File: config.mk
export PLATFORM = sky130hd
export DESIGN_NAME = parity_arbiter
export DESIGN_NICKNAME = d
export VERILOG_FILES = /design/src/rtl/parity_arbiter.sv
export SDC_FILE = /design/constraint.sdc
export NUM_CORES = 1
export LEC_CHECK = 0
export BUFFER_PORTS_ARGS = -buffer_cell sky130_fd_sc_hd__buf_4
export CORE_MARGIN = 2
export CORE_UTILIZATION = 45
export CTS_CLUSTER_SIZE = 40
export DETAILED_ROUTE_END_ITERATION = 10
export PLACE_DENSITY = 0.71
export SETUP_SLACK_MARGIN = 0.3
export SKIP_LAST_GASP = 1
export SYNTH_ARGS = -nofsm -noshare
export SYNTH_HDL_FRONTEND = slang
export SYNTH_SLANG_ARGS = --single-unit
File: constraint.sdc
create_clock -name clk -period 2.37 [get_ports clk]
set_input_delay 0.474 -clock clk [delete_from_list [all_inputs] [get_ports clk]]
set_output_delay 0.474 -clock clk [all_outputs]
set_load 0.02 [all_outputs]
File: src/rtl/parity_arbiter.sv
// Round-robin arbiter sharing one 3-input XOR parity datapath among NREQ requesters.
// A granted word is reduced 3 bits per cycle; the result returns with a one-cycle done pulse.
module parity_arbiter #(
  parameter int NREQ  = 4,
  parameter int WIDTH = 8
) (
  input  logic                     clk,
  input  logic                     rst,
  input  logic [NREQ-1:0]          req,
  input  logic [NREQ*WIDTH-1:0]    data,
  input  logic                     odd_mode,
  output logic [NREQ-1:0]          gnt,
  output logic                     busy,
  output logic                     done,
  output logic                     parity_out,
  output logic [$clog2(NREQ)-1:0]  done_id
);

  localparam int NSTEP = (WIDTH + 2) / 3;
  localparam int SRW   = 3 * NSTEP;
  localparam int CW    = $clog2(NSTEP + 1);
  localparam int IDW   = $clog2(NREQ);

  typedef enum logic [1:0] {
    S_IDLE = 2'd0,
    S_CALC = 2'd1,
    S_DONE = 2'd2
  } state_t;

  state_t           state_q;
  logic [SRW-1:0]   sr_q;
  logic             acc_q;
  logic [CW-1:0]    cnt_q;
  logic             odd_q;
  logic [NREQ-1:0]  gnt_q;
  logic             busy_q;
  logic             done_q;
  logic             parity_q;
  logic [IDW-1:0]   done_id_q;
  logic [IDW-1:0]   last_q;
  logic [IDW-1:0]   winner_q;

  logic [WIDTH-1:0] words [NREQ];

  genvar gi;
  generate
    for (gi = 0; gi < NREQ; gi++) begin : g_unpack
      assign words[gi] = data[gi*WIDTH +: WIDTH];
    end
  endgenerate

  // Round-robin search starting just after the last winner.
  logic             pick_found_d;
  logic [IDW-1:0]   pick_idx_d;
  logic [IDW-1:0]   cand_d;
  int               idx_int_d;

  always_comb begin
    pick_found_d = 1'b0;
    pick_idx_d   = '0;
    cand_d       = '0;
    idx_int_d    = 0;
    for (int k = 1; k <= NREQ; k++) begin
      idx_int_d = int'(last_q) + k;
      if (idx_int_d >= NREQ) begin
        idx_int_d = idx_int_d - NREQ;
      end
      cand_d = IDW'(idx_int_d);
      if (!pick_found_d && req[cand_d]) begin
        pick_found_d = 1'b1;
        pick_idx_d   = cand_d;
      end
    end
  end

  logic [NREQ-1:0] gnt_d;
  logic            acc_d;
  logic [SRW-1:0]  sr_d;

  always_comb begin
    gnt_d = NREQ'(1) << pick_idx_d;
    acc_d = acc_q ^ sr_q[0] ^ sr_q[1] ^ sr_q[2];
    sr_d  = SRW'(words[pick_idx_d]);
  end

  always_ff @(posedge clk) begin
    if (!rst) begin
      state_q   <= S_IDLE;
      sr_q      <= '0;
      acc_q     <= 1'b0;
      cnt_q     <= '0;
      odd_q     <= 1'b0;
      gnt_q     <= '0;
      busy_q    <= 1'b0;
      done_q    <= 1'b0;
      parity_q  <= 1'b0;
      done_id_q <= '0;
      last_q    <= IDW'(NREQ - 1);
      winner_q  <= '0;
    end else begin
      case (state_q)
        S_IDLE: begin
          done_q <= 1'b0;
          if (pick_found_d) begin
            sr_q     <= sr_d;
            odd_q    <= odd_mode;
            acc_q    <= 1'b0;
            cnt_q    <= '0;
            gnt_q    <= gnt_d;
            busy_q   <= 1'b1;
            last_q   <= pick_idx_d;
            winner_q <= pick_idx_d;
            state_q  <= S_CALC;
          end
        end
        S_CALC: begin
          // Dropping req aborts silently; the pointer stays advanced past this requester.
          if (!req[winner_q]) begin
            gnt_q   <= '0;
            busy_q  <= 1'b0;
            state_q <= S_IDLE;
          end else begin
            acc_q <= acc_d;
            sr_q  <= sr_q >> 3;
            cnt_q <= cnt_q + CW'(1);
            if (cnt_q == CW'(NSTEP - 1)) begin
              done_q    <= 1'b1;
              parity_q  <= acc_d ^ odd_q;
              done_id_q <= winner_q;
              state_q   <= S_DONE;
            end
          end
        end
        S_DONE: begin
          done_q  <= 1'b0;
          gnt_q   <= '0;
          busy_q  <= 1'b0;
          state_q <= S_IDLE;
        end
        default: begin
          done_q  <= 1'b0;
          gnt_q   <= '0;
          busy_q  <= 1'b0;
          state_q <= S_IDLE;
        end
      endcase
    end
  end

  assign gnt        = gnt_q;
  assign busy       = busy_q;
  assign done       = done_q;
  assign parity_out = parity_q;
  assign done_id    = done_id_q;

endmodule
After elaboration in Yosys (flattened, before gate mapping) --
Cells that the tools add are included.
Cells by class: shift operators 1, add/subtract/negate cells 9, equality and inequality tests 6, mux-type cells 44, reduce and logical (&&, ||, !) cells 15, multipliers 0, magnitude comparators 10, bitwise operators 5, div/mod/pow operators 0
Operators with widths (number):
- 2-bit 2-to-1 mux | 13
- 9-bit 2-to-1 mux | 2
- 9-bit case mux with 2 select lines | 1
- 8-bit binary-select mux with 2-bit select | 1
- 8-bit 2-to-1 mux | 2
- 2-bit by 3-bit < comparator with 1-bit output (second input constant) | 5
- 1-bit 2-to-1 mux | 13
- 3-bit >= comparator (second input constant) | 4
- 1-bit binary-select mux with 2-bit select | 5
- 2-bit AND reduction | 5
- 4-bit 2-to-1 mux | 2
- 2-bit case mux with 2 select lines | 2
- 4-bit case mux with 2 select lines | 1
- 2-bit by 1-bit subtractor with 2-bit output (second input constant) | 4
- 2-bit by 2-bit adder with 3-bit output (second input constant) | 2
- 2-bit inequality test (second input constant) | 3
- 3-bit AND reduction | 2
- 2-bit by 3-bit adder with 4-bit output (second input constant) | 1
- 4-bit by 3-bit >= comparator with 1-bit output (second input constant) | 1
- 1-bit case mux with 2 select lines | 2
- 1-bit by 2-bit << shifter with 4-bit output (first input constant) | 1
- 1-bit XOR | 4
- 2-bit by 1-bit adder with 3-bit output (second input constant) | 1
- 1-bit logical AND | 3
- 8 further kinds | 10
Storage, ports and cells: output and inout port bits 9, memories kept 0, memory bits (read-only) 0, word-level logic and storage cells 102, latch bits 0, register bits 28, input bits 39, bits in writable memories 0

Depth between registers and ports, before layout --
Gate-level depths: netlist of run 1.
word-level depth 21, depth in mapped cells 8

Least setup slack after synthesis of run 1 --
Ideal clock, no wire load.
path kind in2reg, start point input req[0], end point register sr_q[2], arrival 1637 ps, setup slack 607 ps, cell stages on the path 7, data required time 2244 ps, path buffers 2, cell sequence or3b_1 o21a_1 buf_6 buf_6 a31o_2 a21oi_1 o32ai_1
On the way: word-level cells in the longest chain between the ends 18
Ends and longest elaborated chain:
- start: declaration | RTL line 9 | input logic [NREQ-1:0] req,
- 1-bit binary-select mux with 2-bit select | RTL line 69 | if (!pick_found_d && req[cand_d]) begin
- 1-bit 2-to-1 mux (not written as such) | RTL line 69
- 1-bit 2-to-1 mux | RTL line 69
- 1-bit logical NOT | RTL line 69
- 1-bit logical AND | RTL line 69
- 1-bit 2-to-1 mux | RTL line 69
- 1-bit logical NOT | RTL line 69
- 1-bit logical AND | RTL line 69
- 1-bit 2-to-1 mux | RTL line 69
- 1-bit logical NOT | RTL line 69
- 1-bit logical AND | RTL line 69
- 2-bit 2-to-1 mux | RTL line 69
- 2-bit NOT with 3-bit output (not written as such) | RTL line 83 | sr_d = SRW'(words[pick_idx_d]);
- 8-bit binary-select mux with 2-bit select | RTL line 83
- 8-bit 2-to-1 mux (not written as such) (2 in series) | RTL line 83
- 9-bit 2-to-1 mux | RTL line 104 | if (pick_found_d) begin
- 9-bit case mux with 2 select lines | RTL line 101 | case (state_q)
- end signal: assignment | RTL line 105 | sr_q <= sr_d;
- end signal: assignment | RTL line 124 | sr_q <= sr_q >> 3;
- end: declaration | RTL line 31 | logic [SRW-1:0] sr_q;
Parallel ways exist; a longest one is shown, timed or not. The select of a mux whose other input is x is not followed. A chain may end at the register's enable or synchronous reset.

Worst setup path in the final report of run 1 --
start point register last_q[1], end point register sr_q[4]
On the way: word-level cells in the longest chain between the ends 21
Ends and longest elaborated chain:
- start: declaration | RTL line 40 | logic [IDW-1:0] last_q;
- start signal: assignment | RTL line 98 | last_q <= IDW'(NREQ - 1);
- start signal: assignment | RTL line 111 | last_q <= pick_idx_d;
- 2-bit by 1-bit adder with 3-bit output | RTL line 64 | idx_int_d = int'(last_q) + k;
- 3-bit >= comparator / 2-bit by 1-bit subtractor with 2-bit output (equally long branches) | RTL line 65, 66
- 2-bit 2-to-1 mux | RTL line 65 | if (idx_int_d >= NREQ) begin
- 1-bit binary-select mux with 2-bit select | RTL line 69
- 1-bit 2-to-1 mux (not written as such) | RTL line 69
- 1-bit 2-to-1 mux | RTL line 69
- 1-bit logical NOT | RTL line 69
- 1-bit logical AND | RTL line 69
- [4 not listed]
- 1-bit logical NOT | RTL line 69
- 1-bit logical AND | RTL line 69
- 2-bit 2-to-1 mux | RTL line 69
- 2-bit NOT with 3-bit output (not written as such) | RTL line 83
- 8-bit binary-select mux with 2-bit select | RTL line 83
- 8-bit 2-to-1 mux (not written as such) (2 in series) | RTL line 83
- 9-bit 2-to-1 mux | RTL line 104
- 9-bit case mux with 2 select lines | RTL line 101
Parallel ways exist; a longest one is shown, timed or not. The select of a mux whose other input is x is not followed.

==> results.md, run 1 <==
| Item | This run |
|:---|:---|
| Run status | finished clean |
| Startpoint of the worst-slack reg-to-reg timing path | last_q[1] |
| Hold bufs inserted after CTS | 0 |
| Drt first pass iters | 4 |
| Maximum single-stage delay on the critical path | 0.48 ns |
| Overall die height | 63.2 µm |
| Largest clock skew in the final design | 0.00346 ns |
| Setup repair after global routing missed its margin | no |
| Largest fanout on the critical path | 17 |
| Final total negative setup slack | 0 ns |
| Commonest non-fill, non-tap cells in the layout | 49 x sky130_fd_sc_hd__buf_4, 27 x sky130_fd_sc_hd__dfxtp_1, 25 x sky130_fd_sc_hd__a21oi_1, 16 x sky130_fd_sc_hd__o21ai_0, 14 x sky130_fd_sc_hd__nor2_1 |
| Number of antenna diodes | 0 |
| Combined area of all synthesized cells | 1580 µm² |
| Final count of negative-setup-slack endpoints | 0 |
| Synthesized area per cell | 8.71 µm² |
| Startpoint types | register |
| Maximum count of clock buffers along a single path | 2 |
| Number of CTS-inserted buffers | 3 |
| Area growth, synth to finish | 23.7% |
| Most common cell after layout, fill and taps aside | sky130_fd_sc_hd__buf_4 |
| Slowest stage cell, crit path | sky130_fd_sc_hd__dfxtp_1 |
| Clock latency reported for the late side of the worst-skew pair | 0.32 ns |
| Die outline width | 63.2 µm |
| Number of port buffers | 47 |
| Power per cell area | 570 nW/µm² |
| Clock period minus final worst setup slack | 1.82 ns |
| Top_reg_cell synth | sky130_fd_sc_hd__dfxtp_1 |
| Sequential share of the synthesized area | 34.3% |
| TritonCTS clock tree | done |
| # nets final | 266 |
| Post-synthesis cell type count | 42 |
| Share of final-layout standard cells stronger than drive strength 1 | 34.2% |
| Area contributors post-synth | sky130_fd_sc_hd__dfxtp_1 34%, sky130_fd_sc_hd__a21oi_1 7.9%, sky130_fd_sc_hd__a31o_2 5.6% |
| Category of the most critical setup path | reg -> reg |
| Count of maximum capacitance violations | 0 |
| Final HPWL DP | 3.04 mm |
| Top-area cell type share of the netlist area | 34.3% |
| Logic depth of the worst register-to-register path | 5 |
| All-Layer GR Usage | 20.1% |
| Initial standard-cell utilization of the core | 46.9% |
| Class of the tightest hold or removal check | in -> reg |
| Top achievable clock speed | 549 MHz |
| Category of the worst setup path capture point | register |
| Number of nets with antenna violations after detailed routing | 0 |
| Sinks on Clock Net | 27 |
| Global-route wire length before repair | 6.62 mm |
| Period utilisation layout | 76.9% |
| End of the worst hold path | last_q[0] |
| Worst hold slack | 0.381 ns |
| # rows | 21 |
| IO Pins | 48 |
| Setup slack of the worst register-to-register path | 0.55 ns |
| Number of DRC violations after detailed-routing iteration 0 | 116 |
| Total via count in the routed design | 1509 |
| Core Area | 3360 µm² |
| Wire per inst | 14.1 µm |
| Peak supply drop | 0.343 mV |
| Cell breakdown of the critical path | mux2i_1 -> o21a_2 -> a31o_2 -> a21oi_1 -> o32ai_1 |
| Pin count of the biggest net entering global routing | 18 |
| Leading area contributor after synthesis | sky130_fd_sc_hd__dfxtp_1 |
| Via count normalized by instance count | 5.57 |
| Routability cong. | 0.791 |
| Die Outline Area | 3990 µm² |
| Cell family contributing the most delay on the critical path | compound AO/OA/AOI/OAI gates |
| Ys async rst share | 0% |
| Critical Path RT | 2.60 ns |
| Pins Over Slew Limit | 0 |
| Transition time at the pin with the least slew margin | 0.564 ns |
| H-tree depth reported by CTS | 1 |
| Number of synthesized flops with an enable pin | 0 |
| Number of failing hold endpoints at the final stage | 0 |
| Buffer cell driving the clock tree root | sky130_fd_sc_hd__clkbuf_4 |
| Total congestion overflow | 0 |
| Worst slew slack as a fraction of its limit | 62.1% |
| Number of cells on the worst hold path | 2 |
| Leak pwr | 0.822 nW |
| Net count of the mapped netlist | 221 |
| Post-Synthesis Cells | 181 |
| DRC Markers | 0 |
| Number of antenna violations at the first check in global routing | 0 |
| HP Start | rst |
| Reg-to-Reg End | sr_q[4] |
| Clock-pin slew of the registers on the worst-case setup and hold paths | 0.14 ns |
| Post-synthesis sequential element count | 27 |
| Total number of yosys warnings | 0 |
| Crit path buffers/inverters | 0 |
| Final wirelength | 3.81 mm |
| Post-route core utilization | 58.0% |
| Vias in the first global route | 1406 |
| Data arrival time of the critical path | 2.05 ns |
worst register-to-register path, cell delays in order (launching register included):
cell and delay (ns):
sky130_fd_sc_hd__dfxtp_1 0.48, sky130_fd_sc_hd__mux2i_1 0.28, sky130_fd_sc_hd__o21a_2 0.43, sky130_fd_sc_hd__a31o_2 0.23, sky130_fd_sc_hd__a21oi_1 0.04, sky130_fd_sc_hd__o32ai_1 0.27
cells in the mapped netlist, types with 2 or more instances:
| master | n |
|---|---|
| sky130_fd_sc_hd__nand3_1 | 4 |
| sky130_fd_sc_hd__nand2b_1 | 3 |
| sky130_fd_sc_hd__a21oi_1 | 25 |
| sky130_fd_sc_hd__o21ai_0 | 16 |
| sky130_fd_sc_hd__a31o_2 | 10 |
| sky130_fd_sc_hd__o21a_1 | 2 |
| sky130_fd_sc_hd__o32ai_1 | 5 |
| sky130_fd_sc_hd__or3b_1 | 2 |
| sky130_fd_sc_hd__a311o_1 | 3 |
| sky130_fd_sc_hd__dfxtp_1 | 27 |
| sky130_fd_sc_hd__xnor2_1 | 4 |
| sky130_fd_sc_hd__a31oi_1 | 6 |
| sky130_fd_sc_hd__buf_2 | 3 |
| sky130_fd_sc_hd__buf_6 | 4 |
| sky130_fd_sc_hd__a32o_1 | 2 |
| sky130_fd_sc_hd__mux2i_1 | 5 |
| sky130_fd_sc_hd__nand3_2 | 3 |
| sky130_fd_sc_hd__and3_1 | 5 |
| sky130_fd_sc_hd__and2b_1 | 2 |
| sky130_fd_sc_hd__inv_1 | 2 |
| sky130_fd_sc_hd__nand2_1 | 13 |
| sky130_fd_sc_hd__nor3_1 | 2 |
| sky130_fd_sc_hd__nor2_1 | 14 |
cells by family (layout without fill, tap and decap cells):
family,count (synthesis),after routing,synth area share (%)
AND/OR/NAND/NOR,57,57,21.5
flip-flops,27,27,34.3
multiplexers,6,6,4.60
XOR/XNOR,4,4,2.22
buffers and inverters,12,56,6.03
adder cells (fa/ha/maj),1,1,0.794
AO/OA/AOI/OAI,74,74,30.6
report_power, final:
| part | internal, mW | switching [mW] |
|---|---|---|
| Sequential | 0.498 | 0.0386 |
| Clock | 0.0644 | 0.132 |
| Combinational | 0.180 | 0.198 |
| Total | 0.743 | 0.368 |
state kept, by name, summed over array words and instances (netlist names):
register / flops
done: 1
odd_q: 1
sr_q: 8
winner_q: 2
gnt: 4
parity_out: 1
state_q: 2
cnt_q: 2
acc_q: 1
busy: 1
done_id: 2
last_q: 2
routing by layer:
metal / up-vias / global-route usage, % / share of wire, %
met5: - / 0 / 0
met1: 695 / 28.2 / 47
met4: 0 / 4.89 / 0
met3: 0 / 2.50 / 5.5
met2: 46 / 33.0 / 48
li1: 768 / - / -
worst max-delay path by stage:
stage          depth (start not counted)  slack [ns]      start  endpoint
2_1_floorplan                          7        0.61     req[0]   sr_q[2]
6_report                               5        0.55  last_q[1]   sr_q[4]
3_3_place_gp                           6        0.25     req[0]   sr_q[2]
3_5_place_dp                           6        0.21     req[0]   sr_q[4]
5_1_grt                                5        0.36  last_q[1]   sr_q[1]
4_1_cts                                5        0.45  last_q[1]   sr_q[2]
what timing repair did:
action	CTS	global route
gates resized for setup	1	1
buffers inserted	0	0
endpoints found under the setup margin	1	2
hold endpoints to repair	0	0
cell type report:
class,count,area [µm²]
Timing Repair Buffer,49,368
Multi-Input combinational cell,142,943
Clock buffer,3,22.5
Clock inverter,1,7.51
Sequential cell,27,541
Inverter,3,11.3
Tap cell,46,57.6
Fill cell,330,1410
through the flow:
| step | std cells | setup WS [ns] | area, µm² | total power [mW] |
|---|---|---|---|---|
| after global routing | 271 | 0.359 | 1950 | 1.19 |
| after global placement | 267 | 0.247 | 1920 | 0.915 |
| after floorplan | 181 | 0.607 | 1580 | 0.818 |
| final | 271 | 0.548 | 1950 | 1.11 |
| after CTS | 271 | 0.447 | 1950 | 1.12 |
| after detailed placement | 267 | 0.211 | 1920 | 0.922 |
No activity file was read; power rests on OpenSTA's default activity.
==> run 2: changes to the inputs <==
--- a/config.mk
+++ b/config.mk
@@ -10,7 +10,7 @@
 export CORE_UTILIZATION = 45
 export CTS_CLUSTER_SIZE = 40
 export DETAILED_ROUTE_END_ITERATION = 10
-export PLACE_DENSITY = 0.71
+export PLACE_DENSITY = 0.74
 export SETUP_SLACK_MARGIN = 0.3
 export SKIP_LAST_GASP = 1
 export SYNTH_ARGS = -nofsm -noshare
==> constraint.sdc (replaced) <==
create_clock -name clk -period 1.6 [get_ports clk]
set_input_delay 0.32 -clock clk [delete_from_list [all_inputs] [get_ports clk]]
set_output_delay 0.32 -clock clk [all_outputs]
set_load 0.02 [all_outputs]
==> run 2 against run 1 <==
The flow now finishes with violations (setup timing). Sequential cell count did not move. Die area is the same. Via count rose by 19%. Setup slack got worse by 0.68 ns. Global-route usage is 5.5 points higher. Sequential share of layout area down 6.6 points. Count of clock-buffer cells in the layout rose by 1. Critical path type unchanged. Critical endpoint is now sr_q[6]. Largest cell class unchanged.
==> results.md, run 2 (synthesis results as in run 1) <==
| Item | This run | Delta |
|:---|:---|:---|
| Top register by number of flip-flops | sr_q | unchanged |
| Number of antenna diodes | 0 | unchanged |
| Sum of internal, switching and leakage power | 2.09 mW | was 1.11 mW |
| Clock-pin slew of the registers on the worst-case setup and hold paths | 0.15 ns | was 0.14 ns |
| Total congestion overflow | 0 | unchanged |
| Peak supply drop | 0.530 mV | was 0.343 mV |
| Global-route wire length before repair | 8.14 mm | was 6.62 mm |
| Final HPWL DP | 3.56 mm | was 3.04 mm |
| # nets final | 298 | was 266 |
| H-tree depth reported by CTS | 1 | unchanged |
| Most common cell after layout, fill and taps aside | sky130_fd_sc_hd__buf_4 | unchanged |
| Wire per inst | 18.5 µm | was 14.1 µm |
| Period utilisation layout | 108% | was 76.9% |
| Category of the most critical setup path | reg -> reg | unchanged |
| Maximum count of clock buffers along a single path | 2 | unchanged |
| Power per cell area | 808 nW/µm² | was 570 nW/µm² |
| Number of nets with antenna violations after detailed routing | 0 | unchanged |
| Worst slew slack as a fraction of its limit | 71.9% | was 62.1% |
| Buffer cell driving the clock tree root | sky130_fd_sc_hd__clkbuf_4 | unchanged |
| Category of the worst setup path capture point | register | unchanged |
| Run status | finished, violations left | was finished clean |
| Die Outline Area | 3990 µm² | unchanged |
| Placed cell areas | 2190 µm² | was 1920 µm² |
| Post-route core utilization | 77.1% | was 58.0% |
| Worst hold slack | 0.212 ns | was 0.381 ns |
| Number of fill cells in the layout | 228 | was 330 |
| Count of maximum capacitance violations | 0 | unchanged |
| # rows | 21 | unchanged |
| Transition time at the pin with the least slew margin | 0.421 ns | was 0.564 ns |
| Core Area | 3360 µm² | unchanged |
| Drt first pass iters | 4 | unchanged |
| Number of DRC violations after detailed-routing iteration 0 | 118 | was 116 |
| Routability cong. | 0.863 | was 0.791 |
| Final wirelength | 5.59 mm | was 3.81 mm |
| Startpoint types | register | unchanged |
| Logic depth of the worst register-to-register path | 6 | was 5 |
| Sinks on Clock Net | 27 | unchanged |
| Hold bufs inserted after CTS | 0 | unchanged |
| Area growth, synth to finish | 64.4% | was 23.7% |
| Final Non-Filler Cells | 303 | was 271 |
| Largest fanout on the critical path | 8 | was 17 |
| Number of port buffers | 47 | unchanged |
| Critical Path RT | 1.85 ns | was 2.60 ns |
| Number of CTS-inserted buffers | 3 | unchanged |
| Data arrival time of the critical path | 1.97 ns | was 2.05 ns |
| Clock latency reported for the late side of the worst-skew pair | 0.35 ns | was 0.32 ns |
| Max reg flops | 8 | unchanged |
| Post-route setup slack | -0.128 ns | was 0.548 ns |
| Final total negative setup slack | -0.746 ns | was 0 ns |
| Total placed cells including tap cells | 289 | was 267 |
| Top achievable clock speed | 579 MHz | was 549 MHz |
| Commonest non-fill, non-tap cells in the layout | 70 x sky130_fd_sc_hd__buf_4, 23 x sky130_fd_sc_hd__dfxtp_1, 13 x sky130_fd_sc_hd__nor2_1, 13 x sky130_fd_sc_hd__a21oi_2, 12 x sky130_fd_sc_hd__o21ai_0 | was 49 x sky130_fd_sc_hd__buf_4, 27 x sky130_fd_sc_hd__dfxtp_1, 25 x sky130_fd_sc_hd__a21oi_1, 16 x sky130_fd_sc_hd__o21ai_0, 14 x sky130_fd_sc_hd__nor2_1 |
| Post-place setup slack | -0.186 ns | was 0.211 ns |
| All-Layer GR Usage | 25.6% | was 20.1% |
| Via count normalized by instance count | 5.93 | was 5.57 |
| Pins Over Slew Limit | 0 | unchanged |
| Total via count in the routed design | 1796 | was 1509 |
| Die outline width | 63.2 µm | unchanged |
| TritonCTS clock tree | done | unchanged |
| Fin area | 2590 µm² | was 1950 µm² |
| Class of the tightest hold or removal check | in -> reg | unchanged |
| Final count of negative-setup-slack endpoints | 11 | was 0 |
| Number of antenna violations at the first check in global routing | 0 | unchanged |
| Pin count of the biggest net entering global routing | 18 | unchanged |
| Share of final-layout standard cells stronger than drive strength 1 | 59.1% | was 34.2% |
| Number of cells on the worst hold path | 3 | was 2 |
| Overall die height | 63.2 µm | unchanged |
| Largest clock skew in the final design | 0.0148 ns | was 0.00346 ns |
| Initial standard-cell utilization of the core | 46.9% | unchanged |
| Violated checks | setup timing |  |
| Leak pwr | 1.07 nW | was 0.822 nW |
| Number of failing hold endpoints at the final stage | 0 | unchanged |
| IO Pins | 48 | unchanged |
| Setup repair after global routing missed its margin | yes | was no |
| Clock period minus final worst setup slack | 1.73 ns | was 1.82 ns |
| DRC Markers | 0 | unchanged |
| Vias in the first global route | 1739 | was 1406 |
-- run 2: changes by cell type in the layout (fill, tap and decap cells not counted), moves of 5 or more --
| cell | delta |
|---|---|
| sky130_fd_sc_hd__a21oi_1 | -14 |
| sky130_fd_sc_hd__buf_4 | +21 |
| sky130_fd_sc_hd__o32ai_1 | -5 |
| sky130_fd_sc_hd__o32ai_2 | +5 |
| sky130_fd_sc_hd__a31o_4 | +6 |
| sky130_fd_sc_hd__a21oi_2 | +12 |
| sky130_fd_sc_hd__buf_6 | +6 |
| sky130_fd_sc_hd__a31o_2 | -6 |
-- run 2: layout make-up --
class / instances / area (µm²) / share of cell area (%)
multi-input combinational: 143 / 1260 / 48.7
timing repair buffer: 80 / 686 / 26.4
sequential: 27 / 548 / 21.1
tap: 46 / 57.6 / 2.22
clock buffer: 4 / 26.3 / 1.01
inverter: 3 / 11.3 / 0.434
-- run 2: path summary, 6_finish.rpt --
kind / from / endpoint / slack [ns]
worst min register to register: gnt[3] / gnt[3] / 0.46
worst min-delay path: odd_mode / odd_q / 0.21
worst max register to register: last_q[1] / sr_q[6] / -0.13
worst max-delay path: last_q[1] / sr_q[6] / -0.13
-- run 2: power breakdown --
| group | total (mW) | leakage, nW | internal [mW] | switching [mW] |
|---|---|---|---|---|
| combinational | 0.960 | 0.838 | 0.494 | 0.466 |
| clock | 0.328 | 0.0150 | 0.0982 | 0.230 |
| sequential | 0.807 | 0.222 | 0.740 | 0.0667 |
-- run 2: critical path, stage by stage (launching register included) --
cell and delay (ns):
sky130_fd_sc_hd__dfxtp_4 0.41, sky130_fd_sc_hd__and2b_1 0.22, sky130_fd_sc_hd__o21ai_0 0.11, sky130_fd_sc_hd__buf_4 0.17
sky130_fd_sc_hd__o21ai_0 0.28, sky130_fd_sc_hd__a21oi_1 0.15, sky130_fd_sc_hd__a311o_1 0.29
-- run 2: repair_timing --
action / CTS / global route
pin swaps: 6 / 13
setup endpoints to repair: 26 / 26
resized for setup: 23 / 32
setup buffers: 4 / 3
cloned: 1 / 2
-- run 2: metal layers --
metal  wire (µm)  GRT usage (%)
met1        2340           31.6
met2        2860           44.0
met3         269           5.54
met4         115           8.70
met5           0              0
